`src/rtl/accel_pkg.sv`:
```
// Shared accelerator definitions: default bias width and the bias-load controller
// state encoding.
package accel_pkg;

  localparam int ACCEL_BIAS_WIDTH = 32;

  typedef enum logic [1:0] {
    BL_IDLE,
    BL_FETCH,
    BL_DRAIN
  } bias_ld_state_e;

endpackage

```
`src/rtl/bias_load_ctrl.sv`:
```
// Fills a NUM_COLS-wide bias register bank from a synchronous bias ROM, hiding the ROM's
// one-cycle read latency and zero-filling columns beyond the layer's channel count.
module bias_load_ctrl
  import accel_pkg::*;
#(
  parameter int NUM_LAYERS   = 6,
  parameter int MAX_CHANNELS = 64,
  parameter int BIAS_WIDTH   = ACCEL_BIAS_WIDTH,
  parameter int NUM_COLS     = 4,
  localparam int LAYER_W     = $clog2(NUM_LAYERS),
  localparam int CH_W        = $clog2(MAX_CHANNELS),
  localparam int COL_W       = $clog2(NUM_COLS),
  localparam int CNT_W       = (COL_W > 0) ? COL_W : 1
) (
  input  logic                           clk,
  input  logic                           reset_n,
  input  logic                           start,
  input  logic [LAYER_W-1:0]             start_layer,
  input  logic [CH_W-1:0]                start_ch_base,
  input  logic [CH_W:0]                  start_num_ch,
  output logic                           busy,
  output logic                           done,
  output logic [LAYER_W-1:0]             rom_layer_sel,
  output logic [CH_W-1:0]                rom_addr,
  input  logic [BIAS_WIDTH-1:0]          rom_data,
  output logic [NUM_COLS*BIAS_WIDTH-1:0] bias_bank,
  output logic                           bias_valid
);

  bias_ld_state_e state_reg, state_next;

  logic [LAYER_W-1:0]             layer_reg;
  logic [CH_W-1:0]                base_reg;
  logic [CH_W:0]                  num_ch_reg;
  logic [CNT_W-1:0]               col_reg;
  logic                           cap_valid_reg;
  logic [CNT_W-1:0]               cap_idx_reg;
  logic                           cap_zero_reg;
  logic                           done_reg;
  logic                           bias_valid_reg;
  logic [NUM_COLS*BIAS_WIDTH-1:0] bank_reg;

  logic                           accept;
  logic                           fetch_en;
  logic                           last_col;
  logic [CH_W:0]                  ch_sum;
  logic                           col_masked;
  logic [NUM_COLS-1:0]            col_we;
  logic [BIAS_WIDTH-1:0]          cap_value;

  // One extra bit so base+k past the top channel is masked instead of wrapping.
  assign ch_sum     = {1'b0, base_reg} + (CH_W+1)'(col_reg);
  assign col_masked = (ch_sum >= num_ch_reg);
  assign last_col   = (col_reg == CNT_W'(NUM_COLS - 1));
  assign accept     = (state_reg == BL_IDLE) && start;

  always_ff @(posedge clk or negedge reset_n) begin
    if (!reset_n) begin
      state_reg <= BL_IDLE;
    end else begin
      state_reg <= state_next;
    end
  end

  always_comb begin
    state_next    = state_reg;
    busy          = 1'b0;
    fetch_en      = 1'b0;
    rom_layer_sel = '0;
    rom_addr      = '0;
    case (state_reg)
      BL_IDLE: begin
        if (start) begin
          state_next = BL_FETCH;
        end
      end
      BL_FETCH: begin
        busy          = 1'b1;
        fetch_en      = 1'b1;
        rom_layer_sel = layer_reg;
        rom_addr      = col_masked ? '0 : ch_sum[CH_W-1:0];
        if (last_col) begin
          state_next = BL_DRAIN;
        end
      end
      BL_DRAIN: begin
        busy       = 1'b1;
        state_next = BL_IDLE;
      end
      default: begin
        state_next = BL_IDLE;
      end
    endcase
  end

  always_ff @(posedge clk or negedge reset_n) begin
    if (!reset_n) begin
      layer_reg      <= '0;
      base_reg       <= '0;
      num_ch_reg     <= '0;
      col_reg        <= '0;
      done_reg       <= 1'b0;
      bias_valid_reg <= 1'b0;
    end else begin
      done_reg <= (state_reg == BL_DRAIN);
      if (accept) begin
        layer_reg      <= start_layer;
        base_reg       <= start_ch_base;
        num_ch_reg     <= start_num_ch;
        col_reg        <= '0;
        bias_valid_reg <= 1'b0;
      end else begin
        if (fetch_en) begin
          col_reg <= last_col ? '0 : col_reg + CNT_W'(1);
        end
        if (state_reg == BL_DRAIN) begin
          bias_valid_reg <= 1'b1;
        end
      end
    end
  end

  // The capture pipe remembers which column the in-flight ROM read belongs to, so the
  // bank write one cycle later is independent of where the counter has moved on to.
  always_ff @(posedge clk or negedge reset_n) begin
    if (!reset_n) begin
      cap_valid_reg <= 1'b0;
      cap_idx_reg   <= '0;
      cap_zero_reg  <= 1'b0;
    end else begin
      cap_valid_reg <= fetch_en;
      cap_idx_reg   <= col_reg;
      cap_zero_reg  <= col_masked;
    end
  end

  assign cap_value = cap_zero_reg ? '0 : rom_data;

  generate
    for (genvar gi = 0; gi < NUM_COLS; gi++) begin : g_col_we
      assign col_we[gi] = cap_valid_reg && (cap_idx_reg == CNT_W'(gi));
    end
  endgenerate

  always_ff @(posedge clk or negedge reset_n) begin
    if (!reset_n) begin
      bank_reg <= '0;
    end else begin
      for (int k = 0; k < NUM_COLS; k++) begin
        if (col_we[k]) begin
          bank_reg[k*BIAS_WIDTH +: BIAS_WIDTH] <= cap_value;
        end
      end
    end
  end

  assign done       = done_reg;
  assign bias_valid = bias_valid_reg;
  assign bias_bank  = bank_reg;

endmodule
```
`config.mk`:
```
export PLATFORM = sky130hd
export DESIGN_NAME = bias_load_ctrl
export DESIGN_NICKNAME = d
export VERILOG_FILES = /design/src/rtl/accel_pkg.sv /design/src/rtl/bias_load_ctrl.sv
export SDC_FILE = /design/constraint.sdc
export NUM_CORES = 1
export LEC_CHECK = 0
export BUFFER_PORTS_ARGS = -buffer_cell sky130_fd_sc_hd__buf_2
export CORE_MARGIN = 10
export CORE_UTILIZATION = 46
export CTS_CLUSTER_DIAMETER = 30
export DETAILED_ROUTE_END_ITERATION = 12
export GPL_ROUTABILITY_DRIVEN = 1
export PLACE_DENSITY_LB_ADDON = 0.08
export SYNTH_ARGS = -nofsm -noshare
export SYNTH_HDL_FRONTEND = slang
export SYNTH_SLANG_ARGS = --single-unit
```
`constraint.sdc`:
```
create_clock -name clk -period 3 [get_ports clk]
set_input_delay 0.75 -clock clk [delete_from_list [all_inputs] [get_ports clk]]
set_output_delay 0.75 -clock clk [all_outputs]
set_load 0.02 [all_outputs]
```
* Word level (Yosys, flattened, before mapping)
Cells that the tools add are included.
** Operators by class
- $add $sub $neg :: 2
- Order comparisons :: 1
- Equality and inequality tests :: 8
- Mux-type cells :: 14
- Reductions and logical operators :: 11
** Operators by type and width (number)
- 2-to-1 mux 32 bit :: 1
- 2-to-1 mux 6 bit :: 2
- 2-to-1 mux 2 bit :: 5
- equality test 2 bit, second input constant :: 4
- adder 6 x 2 -> 7 bit :: 1
- >= comparator 7 bit :: 1
- logical AND 1 bit :: 5
- equality test 2 x 1 -> 1 bit, second input constant :: 2
- logical NOT 2 bit :: 2
- 2-to-1 mux 1 bit :: 4
- != test 2 bit, second input constant :: 2
- one-hot mux 2 bit (2 select lines) :: 1
- nonzero test 2 bit :: 2
- 2-to-1 mux 3 bit :: 1
- adder 2 x 1 -> 2 bit, second input constant :: 1
- AND reduction 2 bit :: 1
- OR reduction 2 bit :: 1
** Storage, ports and cells
- Register bits after elaboration :: 154
- Input port bits :: 51
- Output and inout port bits :: 140
- Logic and storage cells :: 50

* Depth between registers and ports, before layout
Gate-level depths: netlist of the first run.
- Word-level depth :: 4
- Gate-level depth with buffers :: 9
- Mapped depth without buffers :: 9

* Least setup slack after synthesis of the first run
Ideal clock, no wire load.
- Path kind :: reg-to-output
- Start point :: register col_reg[0]
- End point :: output port rom_addr[2]
- Data arrival time :: 2426 ps
- Required time :: 2250 ps
- Setup slack :: -176 ps
- Cell stages (with the launch flop) :: 10
- Path through :: dfrtp_1 > ha_1 > fa_1 > nand3_1 > xnor2_1 > ha_1 > a211oi_1 > nor2_1 > a211o_1 > nor2b_1
** On the way
- Word-level cells in the longest chain between the ends :: 4
** RTL lines
- start: declaration :: RTL line bias_load_ctrl.sv:35 : logic [CNT_W-1:0] col_reg;
- start signal: assignment :: RTL line bias_load_ctrl.sv:114 : col_reg <= last_col ? '0 : col_reg + CNT_W'(1);
- adder 6 x 2 -> 7 bit (*) :: RTL line bias_load_ctrl.sv:52 : assign ch_sum = {1'b0, base_reg} + (CH_W+1)'(col_reg);
- >= comparator 7 bit :: RTL line bias_load_ctrl.sv:53 : assign col_masked = (ch_sum >= num_ch_reg);
- 2-to-1 mux 6 bit (*) :: RTL line bias_load_ctrl.sv:81 : rom_addr = col_masked ? '0 : ch_sum[CH_W-1:0];
- 2-to-1 mux 6 bit (*) :: RTL line bias_load_ctrl.sv:71 : case (state_reg)
- end: declaration :: RTL line bias_load_ctrl.sv:24 : output logic [CH_W-1:0] rom_addr,
Mark *: on every way between the ends. The rest lies on a longest branch, timed or not.

* Final worst setup path of the first run
- Start point :: register base_reg[0]
- End point :: output port rom_addr[3]
** On the way
- Word-level cells in the longest chain between the ends :: 4
** RTL lines
- start: declaration :: RTL line bias_load_ctrl.sv:33 : logic [CH_W-1:0] base_reg;
- start signal: assignment :: RTL line bias_load_ctrl.sv:108 : base_reg <= start_ch_base;
- adder 6 x 2 -> 7 bit (*) :: RTL line bias_load_ctrl.sv:52
- >= comparator 7 bit :: RTL line bias_load_ctrl.sv:53
- 2-to-1 mux 6 bit (*) :: RTL line bias_load_ctrl.sv:81
- 2-to-1 mux 6 bit (*) :: RTL line bias_load_ctrl.sv:71
Marks and branches as above.

==> flow_summary.toml, run 1 <==
[critical_path]
slowest_delay_ps = 410
reg2reg_slack_ps = 470
crit_arrival_ps = 2850
cp.buffers_inverters = 1
critPathLaunchType = "flop"
r2r-start = "base_reg[0]$_DFFE_PN0P_"
path_cells = "ha_4, fa_2, xor2_2, ha_1, a21oi_2, o21ai_2, a211o_4, nor2b_4, buf_6"
crit_fanout = 6
crit_family = "adder cells"
crit_required_ps = 2250
reg2reg_to = "cap_zero_reg$_DFF_PN0_"
endpoint_kind = "primary output"
critical_path.slowest_cell = "dfrtp_1"
critical_path_class = "flop to primary output"
r2r_cells = 11

[routing]
routed_via_density = 4.88
ant_nets = 0
first_pass_iters = 4
wire_per_inst_um = 16.7
postRouteWirelength_um = 15800
drt_first_iter_violations = 247
vias = 4632
drcViolationCount = 0

[floorplan]
pin_count = 191
rows = 41
chipWidth_um = 135
start_util = 0.474
core_area_um2 = 12700
chipHeight_um = 135
die_area_um2 = 18100

[global_routing]
grt_max_degree = 69
grt_pass1_wl_um = 25600
grt_use_total = 0.178
grt-ovfl-total = 0
antenna_found_initial = 1
first_global_vias = 4889

[synthesis]
synthTopCellsByArea = "dfrtp_1 64%, o21ai_0 8.3%, nand2_1 8.2%"
synth_area_um2 = 6030
yosysSeqAreaShare = 0.639
ys_warn_count = 0
syn_nets = 629
yosys.cell_types.count = 26
ys_seq_elements = 154
synth_top_area_cell = "dfrtp_1"
synth_cells = 563
netlist.area_leader.share = 0.639
syn_avg_cell_area_um2 = 10.7

[sta]
skew_ps = 6.57
min_period_ps = 3600
worst_pin_slew_ps = 1020
hold_viol_final = 0
rsz0062_at_grt = "true"
fin_crit_sh = 1.20
final_max_slew_viol_count = 0
timing.slew.headroom = 0.317
layout_setup_ws_ps = -602
setup_viol = 6
fmax_ghz = 0.278

[clock_network]
holdBufCountCts = 0
cts-htree-levels = 4
clock_latency_ps = 410
clk_path_buf_depth = 2
clock-root-buffer = "clkbuf_16"
cts_tree = "done"
cts_sinks = 154
numCtsBuffers = 17
cts.clk_slew.worst_paths_ps = 60

[layout]
nFillCells = 1106
drive_gt1_frac = 0.358
fin_util = 0.628
syn_to_final_growth_pct = 32.3
largest_register_ffs = 128
design_area_um2 = 7990
fin_nets = 830
antenna_cells = 0

[run]
drv_cap = 0

[power_and_ir_drop]
total_power_uw = 10700
p_leak_uw = 0.00415
power_density_nw_per_um2 = 1330
vdd_ir_drop_max_v = 0.000962

[hold_path]
worst_hold_path_type = "input pin to asynchronous set/reset pin"

[place]
dpl-instance-area_um2 = 7270
dp_slack_ps = -179
io_buffers = 190
dp_hpwl_um = 11500
gp_congestion = 0.860

[status]
status = "complete, but fails checks"
violations = "setup timing"
[how the worst max path moves through the flow]
stage | from | end | slack [ps] | depth (start not counted)
finish | base_reg[0]$_DFFE_PN0P_ | rom_addr[3] | -600 | 9
global route | base_reg[0]$_DFFE_PN0P_ | rom_addr[4] | -690 | 9
CTS | base_reg[0]$_DFFE_PN0P_ | rom_addr[5] | -580 | 10
detailed placement | base_reg[0]$_DFFE_PN0P_ | rom_addr[3] | -180 | 9
global placement | base_reg[0]$_DFFE_PN0P_ | rom_addr[3] | -130 | 9
floorplan | col_reg[0]$_DFFE_PN0P_ | rom_addr[2] | 10 | 9
[cell type report]
class	instances	area [µm²]	area share
multi-input combinational	367	2100	0.263
timing repair buffer	212	1170	0.147
inverter	12	45.0	0.00564
clock buffer	19	453	0.0567
sequential	154	3850	0.483
tap	172	215	0.0269
clock inverter	13	150	0.0188
[layout by cell type (no fill, tap or decap), types with 2 or more instances in the layout]
master	count
clkbuf_8	2
dfrtp_1	154
mux2i_1	2
nor2_1	3
clkinv_2	7
buf_6	7
ha_1	13
buf_4	21
o21ai_0	98
nand3_2	2
a21oi_1	4
and2_1	3
buf_2	183
inv_1	12
clkinv_4	2
nor2_4	2
clkbuf_16	17
nand2_1	132
nor2b_4	4
nand3b_1	2
nor2b_1	3
nand2b_1	33
bufinv_16	3
o21a_1	2
xor2_1	2
o21ai_1	33
mux2_2	16
[where the power goes]
group / switching, µW / internal, µW
combinational: 2990 / 1820
clock: 805 / 1340
sequential: 615 / 3080
total: 4410 / 6240
[kinds of logic after synthesis]
logic type | Yosys count | share of synthesized area
buffers and inverters | 42 | 0.0319
DFF | 154 | 0.639
adders and majority gates | 15 | 0.0323
and+or+nand+nor | 188 | 0.138
xor gates and xnor gates | 4 | 0.00581
muxes | 18 | 0.0332
AOI/OAI and AO/OA | 142 | 0.120
[routing by layer]
| metal | wire length (µm) | GRT usage | up-vias |
|---|---|---|---|
| met5 | 13 | 0 | - |
| met4 | 249 | 0.0635 | 2 |
| met3 | 1360 | 0.0716 | 24 |
| met2 | 7460 | 0.279 | 152 |
| met1 | 6770 | 0.217 | 2188 |
| li1 | - | - | 2266 |
[cells in the mapped netlist]
master / n
ha_1: 14
a21oi_1: 5
clkbuf_1: 22
dfrtp_1: 154
nand4_1: 1
nand3b_1: 2
and2_1: 3
nand2_1: 132
nor2_1: 6
nand2b_1: 33
fa_1: 1
o21ai_1: 32
buf_6: 4
a211o_1: 2
xnor2_1: 1
or3b_1: 1
buf_2: 4
nand3_1: 3
o21ai_0: 100
nor2b_1: 7
mux2_2: 16
o21a_1: 2
a211oi_1: 1
inv_1: 12
xor2_1: 3
mux2i_1: 2
[per-stage QoR]
step	TNS, ps	hold WS (ps)	std cells
final	-3560	326	949
after global routing	-4070	372	949
after CTS	-3450	350	947
after detailed placement	-1030	462	913
after global placement	-684	456	913
after floorplan	0	425	563
[what timing repair did]
action / CTS / global route
pin swaps: 2 / 6
gates resized for setup: 19 / 3
endpoints found under the setup margin: 6 / 6
buffers inserted: 2 / 2
No activity file was read; power rests on OpenSTA's default activity.
==> inputs of run 2 (changes only) <==
--- a/config.mk
+++ b/config.mk
@@ -7,7 +7,7 @@
 export LEC_CHECK = 0
 export BUFFER_PORTS_ARGS = -buffer_cell sky130_fd_sc_hd__buf_2
 export CORE_MARGIN = 10
-export CORE_UTILIZATION = 46
+export CORE_UTILIZATION = 55
 export CTS_CLUSTER_DIAMETER = 30
 export DETAILED_ROUTE_END_ITERATION = 12
 export GPL_ROUTABILITY_DRIVEN = 1
==> constraint.sdc (replaced) <==
create_clock -name clk -period 4.4 [get_ports clk]
set_input_delay 1.1 -clock clk [delete_from_list [all_inputs] [get_ports clk]]
set_output_delay 1.1 -clock clk [all_outputs]
set_load 0.02 [all_outputs]
==> run 2 against run 1 <==
The flow now finishes without violations. Count of clock-buffer cells in the layout rose by 1. Worst setup slack gained 790 ps. Critical path type unchanged. Flip-flop and latch count did not move. Global-route usage up 2.3 points.
==> flow_summary.toml, run 2 (same netlist as run 1, synthesis figures left out) <==
[routing]
vias = 4700
postRouteWirelength_um = 15500
drt_first_iter_violations = 335
routed_via_density = 5.22
drcViolationCount = 0
first_pass_iters = 4
wire_per_inst_um = 17.3
ant_nets = 0

[sta]
fin_crit_sh = 0.958
fmax_ghz = 0.237
timing.slew.headroom = 0.212
hold_viol_final = 0
rsz0062_at_grt = "false"
skew_ps = 8.61
setup_viol = 0
setup_tns_ps = 0
min_period_ps = 4210
layout_setup_ws_ps = 187
worst_pin_slew_ps = 1180
final_max_slew_viol_count = 0

[critical_path]
path_common_cell = "ha_1"
path_cells = "ha_1, fa_2, nand3_1, xnor2_1, ha_1, a211oi_1, nor2_1, a211o_1, nor2b_1, buf_2"
slowest_delay_ps = 420
crit_fanout = 6
crit_required_ps = 3300
crit_arrival_ps = 3110
reg2reg_slack_ps = 2020
critical_path_class = "flop to primary output"
endpoint_kind = "primary output"
crit_family = "adder cells"
critPathLaunchType = "flop"
cp.buffers_inverters = 1
critical_path.slowest_cell = "dfrtp_1"

[power_and_ir_drop]
total_power_uw = 6900
power_density_nw_per_um2 = 899
p_leak_uw = 0.00402
vdd_ir_drop_max_v = 0.000567

[clock_network]
holdBufCountCts = 0
cts.clk_slew.worst_paths_ps = 70
clk_path_buf_depth = 2
cts-resized-gates = 0
clock_latency_ps = 530
numCtsBuffers = 17
cts_tree = "done"
cts_sinks = 154
cts-htree-levels = 4
postCtsSetupRepairBufs = 0
clock-root-buffer = "clkbuf_8"

[place]
dp_hpwl_um = 11200
dpl-instance-area_um2 = 7070
gp_congestion = 0.857
io_buffers = 190
dp_slack_ps = 691

[global_routing]
grt-ovfl-total = 0
met3_usage = 0.0779
gr-usage-met2 = 0.325
grtUsageMet1 = 0.240
grt_max_degree = 107
antenna_found_initial = 1
grt_pass1_wl_um = 25500
first_global_vias = 4887
grt_use_total = 0.201
grt_busiest_layer = "met2"

[layout]
design_area_um2 = 7680
nFillCells = 819
antenna_cells = 0
fin_nets = 814
drive_gt1_frac = 0.323
final_cell_mix = "189 x buf_2, 154 x dfrtp_1, 132 x nand2_1"
layout_commonest_cell = "buf_2"
largest_register_ffs = 128
fin_util = 0.712
syn_to_final_growth_pct = 27.3

[floorplan]
rows = 38
chipWidth_um = 125
chipHeight_um = 125
core_area_um2 = 10800
die_area_um2 = 15600
start_util = 0.559
pin_count = 191

[hold_path]
worst_hold_path_type = "flop to flop"

[status]
status = "finished clean"

[run]
drv_cap = 0
==> run 2: cell type report <==
| class | instances | area (µm²) | area share |
|---|---|---|---|
| sequential | 154 | 3850 | 0.502 |
| inverter | 12 | 45.0 | 0.00586 |
| tap | 140 | 175 | 0.0228 |
| clock inverter | 12 | 164 | 0.0213 |
| timing repair buffer | 196 | 1000 | 0.130 |
| multi-input combinational | 367 | 2000 | 0.260 |
| clock buffer | 20 | 445 | 0.0580 |
==> run 2: report_power, final <==
| group | internal (µW) | switching [µW] | total (µW) | leakage (µW) |
|---|---|---|---|---|
| combinational | 993 | 1910 | 2910 | 0.00183 |
| sequential | 2100 | 421 | 2520 | 0.00190 |
| clock | 902 | 578 | 1480 | 0.000296 |
==> run 2: layer usage <==
layer | part of all wire | vias up
met5 | 0.00077 | -
met4 | 0.020 | 2
met3 | 0.083 | 23
met2 | 0.48 | 168
met1 | 0.42 | 2259
li1 | - | 2248
==> run 2: path summary, 6_finish.rpt <==
kind / startpoint / cells after the start / end
max in group asynchronous: reset_n / 2 / num_ch_reg[0]$_DFFE_PN0P_
min reg2reg: col_reg[0]$_DFFE_PN0P_ / 0 / cap_idx_reg[0]$_DFF_PN0_
min: col_reg[0]$_DFFE_PN0P_ / 0 / cap_idx_reg[0]$_DFF_PN0_
max reg2reg: col_reg[0]$_DFFE_PN0P_ / 8 / cap_zero_reg$_DFF_PN0_
min in group asynchronous: reset_n / 1 / bias_bank[47]$_DFFE_PN0P_
max: col_reg[0]$_DFFE_PN0P_ / 10 / rom_addr[5]
==> run 2: worst reg2reg max path, delay by kind of cell (launching register included) <==
kind,cells,cell delay (ps)
DFF,1,420
xor gates and xnor gates,1,170
AOI/OAI and AO/OA,2,550
adders and majority gates,3,920
and+or+nand+nor,2,200
==> run 2: stage by stage <==
stage | hold WS, ps | instances
after global placement | 437 | 869
after floorplan | 422 | 563
after CTS | 472 | 901
after global routing | 496 | 901
after detailed placement | 449 | 869
final | 469 | 901
